--- config.mk ---
export PLATFORM = sky130hd
export DESIGN_NAME = aes_block_gearbox
export DESIGN_NICKNAME = d
export VERILOG_FILES = /design/src/rtl/aes_block_gearbox.sv
export SDC_FILE = /design/constraint.sdc
export NUM_CORES = 1
export LEC_CHECK = 0
export CAP_MARGIN = 20
export CORE_MARGIN = 3
export CORE_UTILIZATION = 50
export CTS_CLUSTER_SIZE = 8
export DETAILED_ROUTE_END_ITERATION = 7
export DONT_BUFFER_PORTS = 1
export PLACE_DENSITY = 0.64
export SLEW_MARGIN = 30
export SYNTH_ARGS = -nofsm -noshare
export SYNTH_HDL_FRONTEND = slang
export SYNTH_SLANG_ARGS = --single-unit
--- constraint.sdc ---
create_clock -name clk -period 2 [get_ports clk]
set_input_delay 0.5 -clock clk [delete_from_list [all_inputs] [get_ports clk]]
set_output_delay 0.5 -clock clk [all_outputs]
set_load 0.01 [all_outputs]
--- src/rtl/aes_block_gearbox.sv ---
// aes_block_gearbox: packs 32-bit words into 128-bit AES blocks and unpacks
// 128-bit results back into 32-bit words, one block in flight at a time.
module aes_block_gearbox #(
  parameter int CNT_W = 16
) (
  input  logic             clk,
  input  logic             reset_n,
  input  logic             clear,
  input  logic [31:0]      in_data_i,
  input  logic             in_valid_i,
  output logic             in_ready_o,
  input  logic             flush_i,
  output logic [127:0]     blk_data_o,
  output logic             blk_valid_o,
  input  logic             blk_ready_i,
  input  logic [127:0]     res_data_i,
  input  logic             res_valid_i,
  output logic [31:0]      out_data_o,
  output logic             out_valid_o,
  input  logic             out_ready_i,
  output logic             busy_o,
  output logic [CNT_W-1:0] blk_count_o
);
  typedef enum logic [1:0] {FILL, ISSUE, WAIT_RES, DRAIN} state_t;
  state_t state;
  logic [1:0] in_idx, out_idx;
  // element 3 holds bits [127:96], so word k lives at element ~k
  logic [3:0][31:0] in_buf, out_buf;
  logic [CNT_W-1:0] blk_count;
  always_ff @(posedge clk or negedge reset_n)
    if (!reset_n) begin
      state     <= FILL;
      in_idx    <= '0;
      out_idx   <= '0;
      in_buf    <= '0;
      out_buf   <= '0;
      blk_count <= '0;
    end else if (clear) begin
      state     <= FILL;
      in_idx    <= '0;
      out_idx   <= '0;
      in_buf    <= '0;
      out_buf   <= '0;
      blk_count <= '0;
    end else begin
      case (state)
        FILL:
          if (in_valid_i) begin
            in_buf[~in_idx] <= in_data_i;
            in_idx <= in_idx + 2'd1;
            if (in_idx == 2'd3 || flush_i) begin
              state  <= ISSUE;
              in_idx <= '0;
            end
          end else if (flush_i && in_idx != 2'd0) begin
            state  <= ISSUE;
            in_idx <= '0;
          end
        ISSUE:
          if (blk_ready_i) state <= WAIT_RES;
        WAIT_RES:
          if (res_valid_i) begin
            out_buf <= res_data_i;
            state   <= DRAIN;
          end
        DRAIN:
          if (out_ready_i) begin
            out_idx <= out_idx + 2'd1;
            if (out_idx == 2'd3) begin
              state     <= FILL;
              in_buf    <= '0;
              blk_count <= blk_count + 1'b1;
            end
          end
        default: state <= FILL;
      endcase
    end
  assign in_ready_o  = state == FILL;
  assign blk_valid_o = state == ISSUE;
  assign out_valid_o = state == DRAIN;
  assign blk_data_o  = in_buf;
  assign out_data_o  = out_buf[~out_idx];
  assign busy_o      = !(state == FILL && in_idx == 2'd0);
  assign blk_count_o = blk_count;
endmodule

==> results of run 1 <==
[power by group through the flow]
stage	registers [mW]	clock network (mW)	logic, mW
2_1_floorplan	6.92	0	1.84
3_3_place_gp	7.13	0	2.47
3_5_place_dp	7.17	0	2.60
4_1_cts	7.09	5.95	2.61
5_1_grt	7.15	6.18	2.90
6_report	7.09	5.80	2.70
[registers in the layout, indices dropped and copies added (netlist names)]
signal and flops:
blk_data_o 128, out_buf 128, blk_count_o 16, in_idx 2, out_idx 2, state 2
[layout by cell type (no fill, tap or decap), drive strengths merged, types with 4 or more instances in the layout]
cell / count
a21oi: 5
a22o: 128
a32o: 128
and2: 4
buf: 35
clkbuf: 46
dfrtp: 278
ha: 11
inv: 9
mux4: 32
nand2: 13
nand3: 5
nand4: 6
nor2: 18
o21ai: 9
or3: 4
xnor2: 10
[layout make-up]
type                    instances  area, um2  area share [%]
multi-input cells             401       3971           30.86
inverters                       7      26.28          0.2042
repair buffers                 36      504.2           3.918
clock inverters                 2      17.52          0.1361
well taps                     280      350.3           2.722
clock buffers                  45       1041           8.089
flip-flops and latches        278       6959           54.07
[cells in the mapped netlist, types with 2 or more instances]
master / n / share of area [%]
nand3_1: 4 / 0.18
buf_4: 12 / 0.80
o22ai_1: 2 / 0.11
mux4_2: 32 / 6.4
inv_1: 6 / 0.20
nor2_1: 18 / 0.60
xnor2_1: 10 / 0.78
ha_1: 11 / 1.2
dfrtp_1: 278 / 62
xor2_1: 2 / 0.16
nand4_1: 6 / 0.33
buf_2: 15 / 0.67
mux2_2: 2 / 0.20
nor2b_1: 3 / 0.17
nor4_1: 2 / 0.11
nor4b_1: 3 / 0.23
o21ai_1: 4 / 0.18
nand2_1: 13 / 0.43
clkbuf_1: 51 / 1.7
buf_1: 4 / 0.13
or3_1: 3 / 0.17
o21ai_0: 5 / 0.22
a21oi_1: 5 / 0.22
nor3_1: 3 / 0.13
and2_1: 4 / 0.22
a32o_1: 128 / 11
mux2i_1: 3 / 0.27
a22o_1: 128 / 10
[through the flow]
step                TNS, ps  hold WS, ps  util [%]  instance area (um2)
detailed placement        0        209.9     53.32                11710
global route          -9357       -324.6     58.61                12870
CTS                   -8588       -318.9     58.26                12790
finish                -6862       -295.6     58.61                12870
floorplan                 0        204.4         -                11240
global placement          0        211.1     53.32                11710
[worst max-delay path, cell delays in order (launching register included)]
cell and delay [ps]:
dfrtp_2 390, buf_4 160, clkbuf_16 150, mux4_2 540
[repair_timing]
action                                  4_1_cts  5_1_grt
cloned                                        0        1
endpoints found under the setup margin       32      163
gates resized for setup                       3       11
endpoints found under the hold margin       278      278
pin swaps                                     0        1
setup buffers                                 2        0
[metal layers]
layer  track usage [%]  part of all wire (%)  vias to the layer above
li1                  -                     -                     3066
met1             27.16                    35                     3775
met2             39.92                    50                      399
met3             10.24                    12                       58
met4             7.233                   2.6                        0
met5                 0                     0                        -
[cell families (layout without fill, tap and decap cells)]
family / Yosys count / count (layout) / synth area share [%]
and+or+nand+nor: 66 / 66 / 3.084
xor gates and xnor gates: 12 / 12 / 0.9351
DFF: 278 / 278 / 61.89
AOI/OAI and AO/OA: 275 / 275 / 22.44
adders and majority gates: 11 / 11 / 1.225
buffers and inverters: 89 / 90 / 3.540
muxes: 37 / 37 / 6.880
[worst max path at each step]
stage,end
global route,out_data_o[18]
detailed placement,blk_data_o[29]$_DFFE_PN0P_
finish,out_data_o[10]
global placement,blk_data_o[22]$_DFFE_PN0P_
floorplan,out_data_o[10]
CTS,out_data_o[18]
==> flow_summary.yaml, run 1 <==
synthesis:
  synth_edf_count: 0
  synth.net_count: 947
  synth_cell_type_count: 39
  ys_async_sr_fraction_pct: 100.0
  yosys_warnings: 0
  syn_avg_cell_area_um2: 14.63
  ys_seq_area_share_pct: 61.89
  ys.flop_type: "dfrtp_1"
  synth_seq_cells: 278
  synth_cells: 768
  syn_area_um2: 11240
global_routing:
  overflow: 0
  grt_max_degree: 279
  grt_pass1_vias: 7797
  grt_pass1_wl_um: 45240
  gr-usage-all-layers_pct: 23.55
  antenna_found_initial: 0
finish:
  n_antenna_cell: 0
  layout.cells.non_filler: 1049
  n_fill_cell: 1684
  nNetsFinal: 943
  area_growth_pct: 14.50
  drive_gt1_share_pct: 17.56
floorplanning:
  io_pins: 348
  dieWidth_um: 155.9
  coreArea_um2: 21960
  die-area_um2: 24310
  fp.dieH_um: 155.9
  start_util_pct: 51.19
  rows: 54
place:
  post-place-ws_ps: 32.54
  hpwl_um: 20110
  routabilityCongestion: 0.8836
  io_buffers: 0
  dp.cells: 999
sta:
  fin_ws_ps: -235.9
  fin_hold_ws_ps: -295.6
  finClkSkew_ps: 21.88
  relSlewSlack_pct: 56.93
  rsz0062_at_grt: "yes"
  period_needed_ps: 2236
  hold_viol: 278
  slew_violations: 0
  finalCritPeriodShare_pct: 111.8
  tightest_slew_ps: 646.1
  setup_viol: 32
  max_freq_mhz: 447.2
clock_network:
  cts_buffers: 40
  clk_path_buf_depth: 3
  clock-root-buffer: "clkbuf_16"
  clkTransAtPathRegs_ps: 50
  cts.sinks: 278
  htree_num_levels: 2
  tritoncts: "built"
  insertion_delay_ps: 510
worst_setup_path:
  crit_path_start: "out_idx[0]$_DFFE_PN0P_"
  end_kind: "output port"
  rr_startpoint: "state[0]$_DFFE_PN0P_"
  setup.worst_path.class: "flop to output port"
  reg2reg_slack_ps: 60
  reg2reg_depth: 7
  cp_max_fo: 5
  start_kind: "flop"
  worst_ep_required_time_ps: 1500
  crit_arrival_ps: 1740
  r2r_end: "blk_data_o[29]$_DFFE_PN0P_"
route:
  viasPerCell: 6.957
  drc_errors: 0
  avgRoutedWirePerCell_um: 28.21
  vias: 7298
  drt-total-wl_um: 29590
  dr.pass1.iters: 5
  drt_iter0_markers: 618
  ant_nets: 0
power:
  pwr_density_cell_nw_per_um2: 1211
  p_int_mw: 11.13
  combPwrFrac_pct: 17.3
  power.share.clock_pct: 37.2
  peakVddDrop_mv: 0.6824
  total_power_mw: 15.59
  power_leakage_nw: 5.717
  sequentialPowerShare_pct: 45.5
  swShare_pct: 28.63
  p_switching_mw: 4.464
worst_hold_path:
  hp-class: "input port to async pin"
run_status:
  status: "finished with violations"
  violations: "negative hold slack, negative setup slack"
flow_run:
  maxCapViolations: 0
(Power assumes the default switching activity.)
==> run 2, diff against run 1 <==
--- a/config.mk
+++ b/config.mk
@@ -7,11 +7,12 @@
 export LEC_CHECK = 0
 export CAP_MARGIN = 20
 export CORE_MARGIN = 3
-export CORE_UTILIZATION = 50
+export CORE_UTILIZATION = 45
 export CTS_CLUSTER_SIZE = 8
 export DETAILED_ROUTE_END_ITERATION = 7
 export DONT_BUFFER_PORTS = 1
-export PLACE_DENSITY = 0.64
+export GPL_TIMING_DRIVEN = 1
+export PLACE_DENSITY = 0.58
 export SLEW_MARGIN = 30
 export SYNTH_ARGS = -nofsm -noshare
 export SYNTH_HDL_FRONTEND = slang
==> flow_summary.yaml, run 2 (synthesis results as in run 1) <==
run_status:
  status: "finished with violations"
  violations: "negative hold slack, negative setup slack"
worst_setup_path:
  crit_family: "multiplexers"
  worstPathCellList: "buf_6 -> buf_16 -> mux4_2"
  r2r_end: "blk_data_o[77]$_DFFE_PN0P_"
  reg2reg_slack_ps: -90
  rr_startpoint: "out_idx[0]$_DFFE_PN0P_"
  cp_max_fo: 8
  setup.worst_path.class: "flop to output port"
  cp.buffers_inverters: 2
  worst_ep_required_time_ps: 1500
  crit_arrival_ps: 1800
  end_kind: "output port"
  slowest_stage: "mux4_2"
  reg2reg_depth: 10
  start_kind: "flop"
  crit_path_max_incr_delay_ps: 560
power:
  power_leakage_nw: 5.924
  peakVddDrop_mv: 0.6875
  total_power_mw: 16.48
  pwr_density_cell_nw_per_um2: 1237
clock_network:
  htree_num_levels: 2
  clock-root-buffer: "clkbuf_16"
  insertion_delay_ps: 510
  cts.sinks: 278
  tritoncts: "built"
  clkTransAtPathRegs_ps: 60
  clk_path_buf_depth: 3
  cts_buffers: 40
place:
  io_buffers: 0
  hpwl_um: 19870
  routabilityCongestion: 0.8477
floorplanning:
  fp.dieH_um: 164.0
  start_util_pct: 45.95
  coreArea_um2: 24460
  rows: 57
  dieWidth_um: 164.0
  io_pins: 348
  die-area_um2: 26910
route:
  dr.pass1.iters: 5
  ant_nets: 0
  avgRoutedWirePerCell_um: 29.19
  drt-total-wl_um: 32520
  drc_errors: 0
  vias: 7550
  viasPerCell: 6.777
  drt_iter0_markers: 730
sta:
  tightest_slew_ps: 856.6
  max_freq_mhz: 434.5
  hold_viol: 278
  finalCritPeriodShare_pct: 115.1
  fin_ws_ps: -301.6
  finClkSkew_ps: 22.98
  period_needed_ps: 2302
  setup_viol: 101
  relSlewSlack_pct: 42.90
  fin_hold_ws_ps: -300.5
  rsz0062_at_grt: "yes"
  slew_violations: 0
worst_hold_path:
  hp-class: "input port to async pin"
finish:
  layout_commonest_cell: "dfrtp_1"
  n_antenna_cell: 0
  post-route-util_pct: 54.46
  final_cell_mix: "276 x dfrtp_1, 128 x a22o_1, 126 x a32o_1, 47 x clkbuf_16, 32 x mux4_2"
  nNetsFinal: 966
  drive_gt1_share_pct: 20.89
  area_growth_pct: 18.54
global_routing:
  gr-usage-all-layers_pct: 22.20
  overflow: 0
  antenna_found_initial: 0
  grt_max_degree: 279
  grt_pass1_wl_um: 46440
  grt_pass1_vias: 7739
flow_run:
  maxCapViolations: 0
==> run 2: changes by cell type in the layout (fill, tap and decap cells not counted), moves of 2 or more <==
cell,before,now
clkbuf_16,42,47
buf_6,1,8
and2_4,0,2
ha_4,1,3
o21ai_2,4,2
a32o_2,0,2
clkbuf_1,4,1
buf_4,17,24
buf_16,0,3
a32o_1,128,126
o21ai_4,0,2
and2_1,4,2
buf_8,0,2
==> run 2: worst max-delay path by stage <==
stage                                       from                          to  slack [ps]  depth (start not counted)
after floorplan           out_idx[0]$_DFFE_PN0P_              out_data_o[10]          10                          3
after global placement      state[0]$_DFFE_PN0P_  blk_data_o[27]$_DFFE_PN0P_          60                          6
after detailed placement    state[0]$_DFFE_PN0P_  blk_data_o[55]$_DFFE_PN0P_         -30                          6
after CTS                 out_idx[0]$_DFFE_PN0P_              out_data_o[31]        -340                          3
after global routing      out_idx[0]$_DFFE_PN0P_              out_data_o[27]        -370                          3
final                     out_idx[0]$_DFFE_PN0P_              out_data_o[27]        -300                          3
==> run 2: power breakdown <==
group / internal (mW) / leakage (nW) / switching, mW
Clock: 3.63 / 0.523 / 2.26
Combinational: 1.66 / 1.56 / 1.85
Sequential: 6.33 / 3.84 / 0.747
Total: 11.6 / 5.92 / 4.86
==> run 2: repair_timing <==
| action | 4_1_cts | 5_1_grt |
|---|---|---|
| gates cloned | 4 | 9 |
| setup buffers | 8 | 8 |
| hold endpoints to repair | 278 | 278 |
| pin swaps | 2 | 13 |
| resized for setup | 15 | 24 |
| setup endpoints to repair | 161 | 164 |
==> run 2: cell type report <==
class / instances / area [um2]
Sequential cell: 278 / 6959
Multi-Input combinational cell: 401 / 4015
Clock buffer: 43 / 1044
Inverter: 7 / 28.78
Fill cell: 1933 / 11140
Tap cell: 324 / 405.4
Clock inverter: 2 / 17.52
Timing Repair Buffer: 59 / 853.3
==> run 2: per-layer routing <==
layer | part of all wire, % | global-route usage [%]
met5 | 0 | 0
met3 | 13 | 9.685
met1 | 35 | 25.89
met2 | 50 | 36.92
met4 | 2.6 | 7.382
==> run 2: metrics by stage <==
step | std cells | setup slack [ps] | TNS (ps) | cell area, um2
after floorplan | 768 | 14.43 | 0 | 11240
after global placement | 1041 | 64.66 | 0 | 11730
after detailed placement | 1041 | -25.76 | -148.1 | 11730
after CTS | 1098 | -341.5 | -10360 | 13010
after global routing | 1114 | -365.1 | -25760 | 13320
final | 1114 | -301.6 | -11440 | 13320
==> run 3, diff against run 2 <==
--- a/config.mk
+++ b/config.mk
@@ -5,6 +5,7 @@
 export SDC_FILE = /design/constraint.sdc
 export NUM_CORES = 1
 export LEC_CHECK = 0
+export ABC_AREA = 0
 export CAP_MARGIN = 20
 export CORE_MARGIN = 3
 export CORE_UTILIZATION = 45
==> results of run 3 <==
The final DEF is identical to that of run 2; final timing and power are the same.
